<file path="config.mk">
export PLATFORM = sky130hd
export DESIGN_NAME = readout_scheduler
export DESIGN_NICKNAME = d
export VERILOG_FILES = /design/src/rtl/readout_scheduler.sv
export SDC_FILE = /design/constraint.sdc
export NUM_CORES = 1
export LEC_CHECK = 0
export CELL_PAD_IN_SITES_DETAIL_PLACEMENT = 1
export CELL_PAD_IN_SITES_GLOBAL_PLACEMENT = 1
export CORE_MARGIN = 3
export CORE_UTILIZATION = 37
export CTS_CLUSTER_DIAMETER = 150
export DETAILED_ROUTE_END_ITERATION = 7
export GPL_TIMING_DRIVEN = 0
export PLACE_DENSITY = 0.81
export SLEW_MARGIN = 20
export SYNTH_ARGS = -nofsm -noshare
export SYNTH_HDL_FRONTEND = slang
export SYNTH_SLANG_ARGS = --single-unit
</file>
<file path="constraint.sdc">
create_clock -name clk -period 2.6 [get_ports clk]
set_clock_uncertainty 0.05 [all_clocks]
set_input_delay 0.52 -clock clk [delete_from_list [all_inputs] [get_ports clk]]
set_output_delay 0.52 -clock clk [all_outputs]
set_load 0.005 [all_outputs]
</file>
<file path="src/rtl/readout_scheduler.sv">
// Round-robin readout scheduler for NGRP pixel priority-encoder groups; emits {group, addr} hits.
// Optional READOUT_TIMESTAMP_EN prepends an 8-bit frame-relative timestamp to each hit word.
module readout_scheduler #(
  parameter int unsigned NGRP   = 4,
  parameter int unsigned GW     = 2,
  parameter int unsigned AW     = 3,
  parameter int unsigned MAXHIT = 32,
`ifdef READOUT_TIMESTAMP_EN
  localparam int unsigned DW    = GW + AW + 8
`else
  localparam int unsigned DW    = GW + AW
`endif
) (
  input  logic               clk,
  input  logic               reset_readout,
  input  logic               frame_start,
  input  logic [NGRP-1:0]    grp_valid,
  input  logic [NGRP*AW-1:0] grp_addr,
  output logic [NGRP-1:0]    grp_read,
  output logic [NGRP-1:0]    grp_clr,
  output logic               hit_valid,
  input  logic               hit_ready,
  output logic [DW-1:0]      hit_data,
  output logic               frame_busy,
  output logic               frame_done,
  output logic               hit_overflow,
  output logic [7:0]         hit_count
);

  typedef enum logic [2:0] {StIdle, StArb, StRead, StCapture, StEmit, StClear, StDone} state_e;

  state_e          state_q, state_d;
  logic [GW-1:0]   ptr_q, ptr_d, sel_q, sel_d;
  logic [NGRP-1:0] grp_read_q, grp_read_d, grp_clr_q, grp_clr_d;
  logic            hit_valid_q, hit_valid_d, busy_q, busy_d, done_q, done_d, ovf_q, ovf_d;
  logic [DW-1:0]   hit_data_q, hit_data_d;
  logic [7:0]      cnt_q, cnt_d;

  logic            found;
  logic [GW-1:0]   found_idx, sel_next;
  logic [AW-1:0]   cap_addr;
  int unsigned     idx;

`ifdef READOUT_TIMESTAMP_EN
  logic [7:0] ts_q, ts_d, ts_inc;
  assign ts_inc = (busy_q && ts_q != 8'hff) ? ts_q + 8'd1 : ts_q;
`endif

  // First pending group at or after ptr, wrapping modulo NGRP.
  always_comb begin
    found     = 1'b0;
    found_idx = '0;
    idx       = 0;
    for (int unsigned i = 0; i < NGRP; i++) begin
      idx = (ptr_q + i) % NGRP;
      if (!found && grp_valid[GW'(idx)]) begin
        found     = 1'b1;
        found_idx = GW'(idx);
      end
    end
  end

  always_comb begin
    cap_addr = '0;
    for (int unsigned g = 0; g < NGRP; g++) begin
      if (GW'(g) == sel_q) cap_addr = grp_addr[g*AW +: AW];
    end
  end

  assign sel_next = (sel_q == GW'(NGRP - 1)) ? '0 : sel_q + 1'b1;

  always_comb begin
    state_d     = state_q;
    ptr_d       = ptr_q;
    sel_d       = sel_q;
    grp_read_d  = '0;
    grp_clr_d   = '0;
    hit_valid_d = hit_valid_q;
    hit_data_d  = hit_data_q;
    busy_d      = busy_q;
    done_d      = 1'b0;
    ovf_d       = ovf_q;
    cnt_d       = cnt_q;
`ifdef READOUT_TIMESTAMP_EN
    ts_d        = ts_inc;
`endif
    unique case (state_q)
      StIdle: begin
        if (frame_start) begin
          state_d = StArb;
          ptr_d   = '0;
          cnt_d   = '0;
          ovf_d   = 1'b0;
          busy_d  = 1'b1;
`ifdef READOUT_TIMESTAMP_EN
          ts_d    = '0;
`endif
        end
      end
      StArb: begin
        if (cnt_q == 8'(MAXHIT)) begin
          state_d = StDone;
          ovf_d   = 1'b1;
          busy_d  = 1'b0;
          done_d  = 1'b1;
        end else if (found) begin
          state_d    = StRead;
          sel_d      = found_idx;
          grp_read_d = NGRP'(1) << found_idx;
        end else begin
          state_d = StDone;
          busy_d  = 1'b0;
          done_d  = 1'b1;
        end
      end
      StRead: state_d = StCapture;
      StCapture: begin
`ifdef READOUT_TIMESTAMP_EN
        hit_data_d = {ts_inc, sel_q, cap_addr};
`else
        hit_data_d = {sel_q, cap_addr};
`endif
        // The encoder may have withdrawn its hit during the read strobe.
        if (grp_valid[sel_q]) begin
          state_d     = StEmit;
          hit_valid_d = 1'b1;
        end else begin
          state_d = StArb;
          ptr_d   = sel_next;
        end
      end
      StEmit: begin
        if (hit_ready) begin
          state_d     = StClear;
          hit_valid_d = 1'b0;
          grp_clr_d   = NGRP'(1) << sel_q;
        end
      end
      StClear: begin
        state_d = StArb;
        cnt_d   = cnt_q + 8'd1;
        ptr_d   = sel_next;
      end
      StDone:  state_d = StIdle;
      default: state_d = StIdle;
    endcase
  end

  always_ff @(posedge clk) begin
    if (reset_readout) begin
      state_q     <= StIdle;
      ptr_q       <= '0;
      sel_q       <= '0;
      grp_read_q  <= '0;
      grp_clr_q   <= '0;
      hit_valid_q <= 1'b0;
      hit_data_q  <= '0;
      busy_q      <= 1'b0;
      done_q      <= 1'b0;
      ovf_q       <= 1'b0;
      cnt_q       <= '0;
`ifdef READOUT_TIMESTAMP_EN
      ts_q        <= '0;
`endif
    end else begin
      state_q     <= state_d;
      ptr_q       <= ptr_d;
      sel_q       <= sel_d;
      grp_read_q  <= grp_read_d;
      grp_clr_q   <= grp_clr_d;
      hit_valid_q <= hit_valid_d;
      hit_data_q  <= hit_data_d;
      busy_q      <= busy_d;
      done_q      <= done_d;
      ovf_q       <= ovf_d;
      cnt_q       <= cnt_d;
`ifdef READOUT_TIMESTAMP_EN
      ts_q        <= ts_d;
`endif
    end
  end

  assign grp_read     = grp_read_q;
  assign grp_clr      = grp_clr_q;
  assign hit_valid    = hit_valid_q;
  assign hit_data     = hit_data_q;
  assign frame_busy   = busy_q;
  assign frame_done   = done_q;
  assign hit_overflow = ovf_q;
  assign hit_count    = cnt_q;

endmodule

</file>
==> flow_summary_export.csv, run 1 <==
group,metric,value,unit
final_layout,drive_above_1_share,0.0586,
placement,port_buffers,44,
logic_synthesis,synth_area_leader_cell,"dfxtp_1",
detailed_routing,vias,1545,
grt,grt_pass1_wl,7180,um
detailed_routing,wl,4240,um
floorplanning,coreArea,4060,um2
logic_synthesis,syn_area,1580,um2
detailed_routing,drtAntennaViolNets,0,
sta,fmax,0.474,GHz
logic_synthesis,ys_warn_count,0,
final_layout,areaGrowthSynthToFinish,37.5,%
critical_path,worstSetupPathType,"input pin to flop",
logic_synthesis,ys_seq_area_frac,0.405,
pwr,p_leak,0.757,nW
final_layout,fin_area,2170,um2
clock_tree,clk_latency,0.28,ns
floorplanning,initial_utilization,0.390,
grt,gr-total-overflow,0,
clock_tree,cts-root-buf,"clkbuf_8",
grt,grt_pass1_vias,1555,
pwr,ir_worst_vdd,0.300,mV
status,status,"completed",
floorplanning,dieArea,5100,um2
final_layout,nets,264,
detailed_routing,drtPass1Iterations,4,
floorplanning,dieHeight,71.4,um
logic_synthesis,synth_cell_types,45,
logic_synthesis,async_flop_share,0,
critical_path,cp.required,2.73,ns
run,cap_violations,0,
placement,placed_area,2080,um2
clock_tree,hold_buffers,0,
clock_tree,h-tree-depth,2,
pwr,pwr_density_cell,502,nW/um2
logic_synthesis,synth_ff_type,"dfxtp_1",
grt,grt_max_degree,11,
grt,grt.total_usage,0.176,
sta,maxSlewHeadroom,0.500,
critical_path,cp_max_fo,5,
clock_tree,clock_path_buffers,2,
critical_path,r2r_setup_slack,0.78,ns
logic_synthesis,synth_nets,213,
sta,slew_viol_final,0,
sta,rsz0062_at_grt,"false",
sta,hold_viol,0,
critical_path,start_kind,"input pin",
sta,fin_setup_tns,0,ns
placement,dp_hpwl,3180,um
critical_path,end_kind,"flop",
detailed_routing,wl_per_cell,14.7,um
logic_synthesis,synth_edf_count,0,
floorplanning,die_w,71.4,um
placement,placedCellCount,281,
critical_path,crit_arrival,2.23,ns
logic_synthesis,synth_common_cells,"dfxtp_1, nand2_1, nor2_1",
final_layout,fin_cells,289,
logic_synthesis,synth.most_common_cell,"dfxtp_1",
logic_synthesis,netlist_instances,187,
clock_tree,clk_pin_slew,0.07,ns
clock_tree,cts_tree,"built",
logic_synthesis,synth-seq-cells,32,
grt,antenna_found_initial,0,
detailed_routing,drt_iter0_markers,34,
final_layout,n_antenna_cell,0,
logic_synthesis,synth_area_per_cell,8.46,um2
placement,gp_congestion,0.733,
sta,fin_crit,2.11,ns
detailed_routing,via_per_inst,5.35,
logic_synthesis,synth.area.top_cells,"dfxtp_1, nand2_1, ha_1, nor2_1, a21oi_1",
clock_tree,post_cts_buffers,0,
sta,setup_viol,0,
clock_tree,cts_resized,0,
logic_synthesis,synth_top_area_frac,0.405,
final_layout,fillers,495,
sta,fin_crit_sh,0.811,
detailed_routing,drc,0,
hold_path,hp-class,"flop to flop",
floorplanning,row_count,23,
clock_tree,cts_made_buffers,5,
sta,tightestPinTransition,0.743,ns
clock_tree,cts.sinks,32,
floorplanning,design.portCount,45,
[metrics by stage]
stage | power (mW) | util | hold WS (ns) | setup WS [ns]
after global placement | 0.709 | 0.514 | 0.407 | 0.258
after global routing | 1.15 | 0.536 | 0.452 | 0.389
after floorplan | 0.632 | - | 0.403 | 1.01
after detailed placement | 0.712 | 0.514 | 0.420 | 0.251
final | 1.09 | 0.536 | 0.422 | 0.492
after CTS | 1.10 | 0.536 | 0.430 | 0.546
[kinds of logic (layout without fill, tap and decap cells)]
logic type / count (synthesis) / after routing / synth area share
muxes: 3 / 3 / 0.0285
DFF: 32 / 32 / 0.405
and+or+nand+nor: 83 / 83 / 0.278
adders and majority gates: 6 / 6 / 0.0475
AOI/OAI and AO/OA: 46 / 46 / 0.195
xor gates and xnor gates: 1 / 1 / 0.00554
buffers and inverters: 16 / 68 / 0.0403
[registers in the layout, indices dropped and copies added (netlist names)]
name / flops
sel_q: 2
frame_busy: 1
frame_done: 1
hit_data: 5
hit_count: 8
ptr_q: 2
hit_valid: 1
hit_overflow: 1
grp_clr: 4
state_q: 3
grp_read: 4
[final cells by class]
cell class / instances / area [um2] / area share
Buffer: 6 / 26.3 / 0.0121
Clock buffer: 8 / 90.1 / 0.0414
Inverter: 10 / 37.5 / 0.0173
Multi-Input combinational cell: 139 / 877 / 0.403
Sequential cell: 32 / 641 / 0.295
Tap cell: 50 / 62.6 / 0.0288
Timing Repair Buffer: 44 / 440 / 0.203
[placed cells by master (no fill, tap or decap), drive strengths merged, types with 3 or more instances in the layout]
cell and instances:
clkdlybuf4s50 44, dfxtp 32, nand2 22, nor2 18, a21oi 14, clkbuf 11, inv 10, o21ai 10
nor3 9, nor2b 7, ha 6, nand2b 4, a211oi 4, buf 3, nor3b 3, and3 3
a221oi 3, nand3 3, nand3b 3
[layer usage]
layer  share of wire  GRT usage
met5               0          0
met1            0.47      0.235
met2            0.48      0.287
met3           0.034     0.0337
met4           0.013     0.0564
[final timing paths]
kind | start | cells past startpoint | endpoint
setup / recovery | grp_valid[3] | 5 | grp_read[0]
hold / removal | hit_data[3] | 2 | hit_data[3]
setup reg to reg | hit_count[0] | 6 | grp_read[0]
hold reg to reg | hit_data[3] | 2 | hit_data[3]
[critical path: stages]
cell and delay, ns:
clkdlybuf4s50_1 0.48, nor4_1 0.68, a211oi_2 0.14, nand2b_1 0.21, and3b_1 0.20
[power by group]
group          total, mW  switching, mW  internal, mW
sequential         0.522         0.0159         0.506
combinational      0.180         0.0933        0.0869
clock              0.390          0.174         0.216
total               1.09          0.283         0.809
Power figures use the tool's default switching activity.
==> inputs of run 2 (changes only) <==
--- a/config.mk
+++ b/config.mk
@@ -8,11 +8,11 @@
 export CELL_PAD_IN_SITES_DETAIL_PLACEMENT = 1
 export CELL_PAD_IN_SITES_GLOBAL_PLACEMENT = 1
 export CORE_MARGIN = 3
-export CORE_UTILIZATION = 37
+export CORE_UTILIZATION = 31
 export CTS_CLUSTER_DIAMETER = 150
 export DETAILED_ROUTE_END_ITERATION = 7
 export GPL_TIMING_DRIVEN = 0
-export PLACE_DENSITY = 0.81
+export PLACE_DENSITY = 0.72
 export SLEW_MARGIN = 20
 export SYNTH_ARGS = -nofsm -noshare
 export SYNTH_HDL_FRONTEND = slang
==> constraint.sdc (replaced) <==
create_clock -name clk -period 1.9 [get_ports clk]
set_clock_uncertainty 0.05 [all_clocks]
set_input_delay 0.38 -clock clk [delete_from_list [all_inputs] [get_ports clk]]
set_output_delay 0.38 -clock clk [all_outputs]
set_load 0.005 [all_outputs]
==> run 2 against run 1 <==
Largest cell class unchanged. Highest routed layer unchanged. First-iteration DRC count is 74% higher. Die area up 18%. Global-route usage is 2.0 points lower.
==> flow_summary_export.csv, run 2 (synthesized netlist as in run 1, its figures left out) <==
group,metric,value,unit
clock_tree,clk_pin_slew,0.07,ns
critical_path,cp_max_fo,9,
final_layout,largest_reg_flops,8,
critical_path,worstSetupPathType,"input pin to flop",
pwr,pwr_density_cell,680,nW/um2
placement,gp_congestion,0.778,
floorplanning,row_count,25,
hold_path,min-delay-start,"hit_data[3]",
grt,grt_pass1_wl,7620,um
pwr,power,1.52,mW
final_layout,final_common_cell,"clkdlybuf4s50_1",
sta,fin_crit,1.79,ns
final_layout,multiInputGateArea,908,um2
final_layout,n_antenna_cell,0,
detailed_routing,drt_iter0_markers,59,
clock_tree,clock_path_buffers,2,
sta,tightestPinTransition,0.476,ns
sta,fmax,0.560,GHz
critical_path,crit_arrival,1.91,ns
pwr,ir_worst_vdd,0.309,mV
detailed_routing,vias,1548,
critical_path,r2r_setup_slack,0.16,ns
detailed_routing,drc,0,
pwr,p_sw,0.416,mW
sta,fin_crit_sh,0.940,
grt,antenna_found_initial,0,
pwr,seq_power_share,0.470,
sta,maxSlewHeadroom,0.682,
critical_path,end_kind,"flop",
final_layout,drive_above_1_share,0.104,
placement,placed_area,2110,um2
hold_path,hp-class,"flop to flop",
pwr,clockPowerShare,0.362,
critical_path,r2r-end,"ptr_q[0]",
critical_path,reg2reg_depth,5,
final_layout,most-common-layout-cells,"clkdlybuf4s50_1, dfxtp_1, nand2_1, nor2_1, a21oi_1",
critical_path,reg2reg_from,"state_q[1]",
grt,grt_pass1_vias,1591,
final_layout,fin_area,2240,um2
placement,dp_hpwl,3280,um
floorplanning,die_w,77.4,um
pwr,sw_frac_of_total,0.273,
detailed_routing,drtAntennaViolNets,0,
floorplanning,design.portCount,45,
clock_tree,clk_latency,0.29,ns
detailed_routing,drtPass1Iterations,4,
grt,grt_max_degree,11,
sta,hold_viol,0,
floorplanning,dieArea,5990,um2
clock_tree,cts-root-buf,"clkbuf_8",
final_layout,regArea,643,um2
pwr,p_leak,0.775,nW
grt,gr-total-overflow,0,
pwr,intPower,1.11,mW
floorplanning,dieHeight,77.4,um
clock_tree,cts.sinks,32,
final_layout,nets,265,
critical_path,start_kind,"input pin",
pwr,combinationalPowerShare,0.168,
status,status,"completed",
hold_path,worst_hold_path.num_cells,2,
detailed_routing,wl_per_cell,14.2,um
clock_tree,hold_buffers,0,
clock_tree,h-tree-depth,2,
floorplanning,coreArea,4820,um2
clock_tree,cts_made_buffers,5,
critical_path,cp.required,2.03,ns
clock_tree,cts_tree,"built",
sta,setup_viol,0,
detailed_routing,wl,4360,um
hold_path,min_to,"hit_data[3]",
placement,port_buffers,44,
detailed_routing,via_per_inst,5.04,
sta,slew_viol_final,0,
final_layout,fillers,611,
final_layout,areaGrowthSynthToFinish,41.7,%
grt,grt.total_usage,0.156,
run,cap_violations,0,
floorplanning,initial_utilization,0.328,
## run 2: per-layer routing
metal | vias up | global-route usage | wire length [um]
met5 | - | 0 | 0
met3 | 4 | 0.0452 | 220
met4 | 0 | 0.0391 | 32
met1 | 730 | 0.197 | 2010
met2 | 37 | 0.262 | 2100
li1 | 777 | - | -
## run 2: repair_timing
action	in CTS	in global routing
pin swaps	0	1
gates resized for setup	2	9
gates cloned	0	0
endpoints found under the setup margin	3	16
buffers inserted	0	1
## run 2: how the worst max path moves through the flow
stage | startpoint | endpoint | slack (ns) | depth (start not counted)
floorplan | hit_count[0] | grp_read[0] | 0.31 | 6
global placement | grp_valid[3] | grp_read[0] | -0.32 | 5
detailed placement | grp_valid[3] | grp_read[0] | -0.31 | 5
CTS | reset_readout | hit_count[7] | 0.04 | 5
global route | state_q[1] | ptr_q[0] | -0.03 | 5
finish | frame_start | hit_count[1] | 0.11 | 5
## run 2: layout make-up
class	count	share of cell area
Buffer	6	0.0123
Clock buffer	6	0.0369
Clock inverter	2	0.00447
Inverter	10	0.0168
Multi-Input combinational cell	139	0.405
Sequential cell	32	0.287
Tap cell	67	0.0374
Timing Repair Buffer	45	0.200
## run 2: through the flow
stage                     setup WS, ns   util  hold WS [ns]  TNS, ns  instances
after floorplan                  0.313      -         0.403        0        187
after global placement          -0.325  0.437         0.407    -4.52        298
after detailed placement        -0.307  0.437         0.416    -4.77        298
after CTS                       0.0407  0.459         0.427        0        306
after global routing           -0.0315  0.465         0.451  -0.0315        307
final                            0.115  0.465         0.423        0        307
## run 2: critical path: stages
cell             delay [ns]
clkdlybuf4s50_1        0.52
or3b_1                 0.44
a21oi_4                0.33
o2bb2ai_1              0.11
nor2b_1                0.13
## run 2: power by group through the flow
stage / logic, mW / clock network, mW / registers [mW]
5_1_grt: 0.288 / 0.598 / 0.720
3_3_place_gp: 0.243 / 0 / 0.730
6_report: 0.256 / 0.552 / 0.716
4_1_cts: 0.253 / 0.568 / 0.716
3_5_place_dp: 0.246 / 0 / 0.731
2_1_floorplan: 0.140 / 0 / 0.725
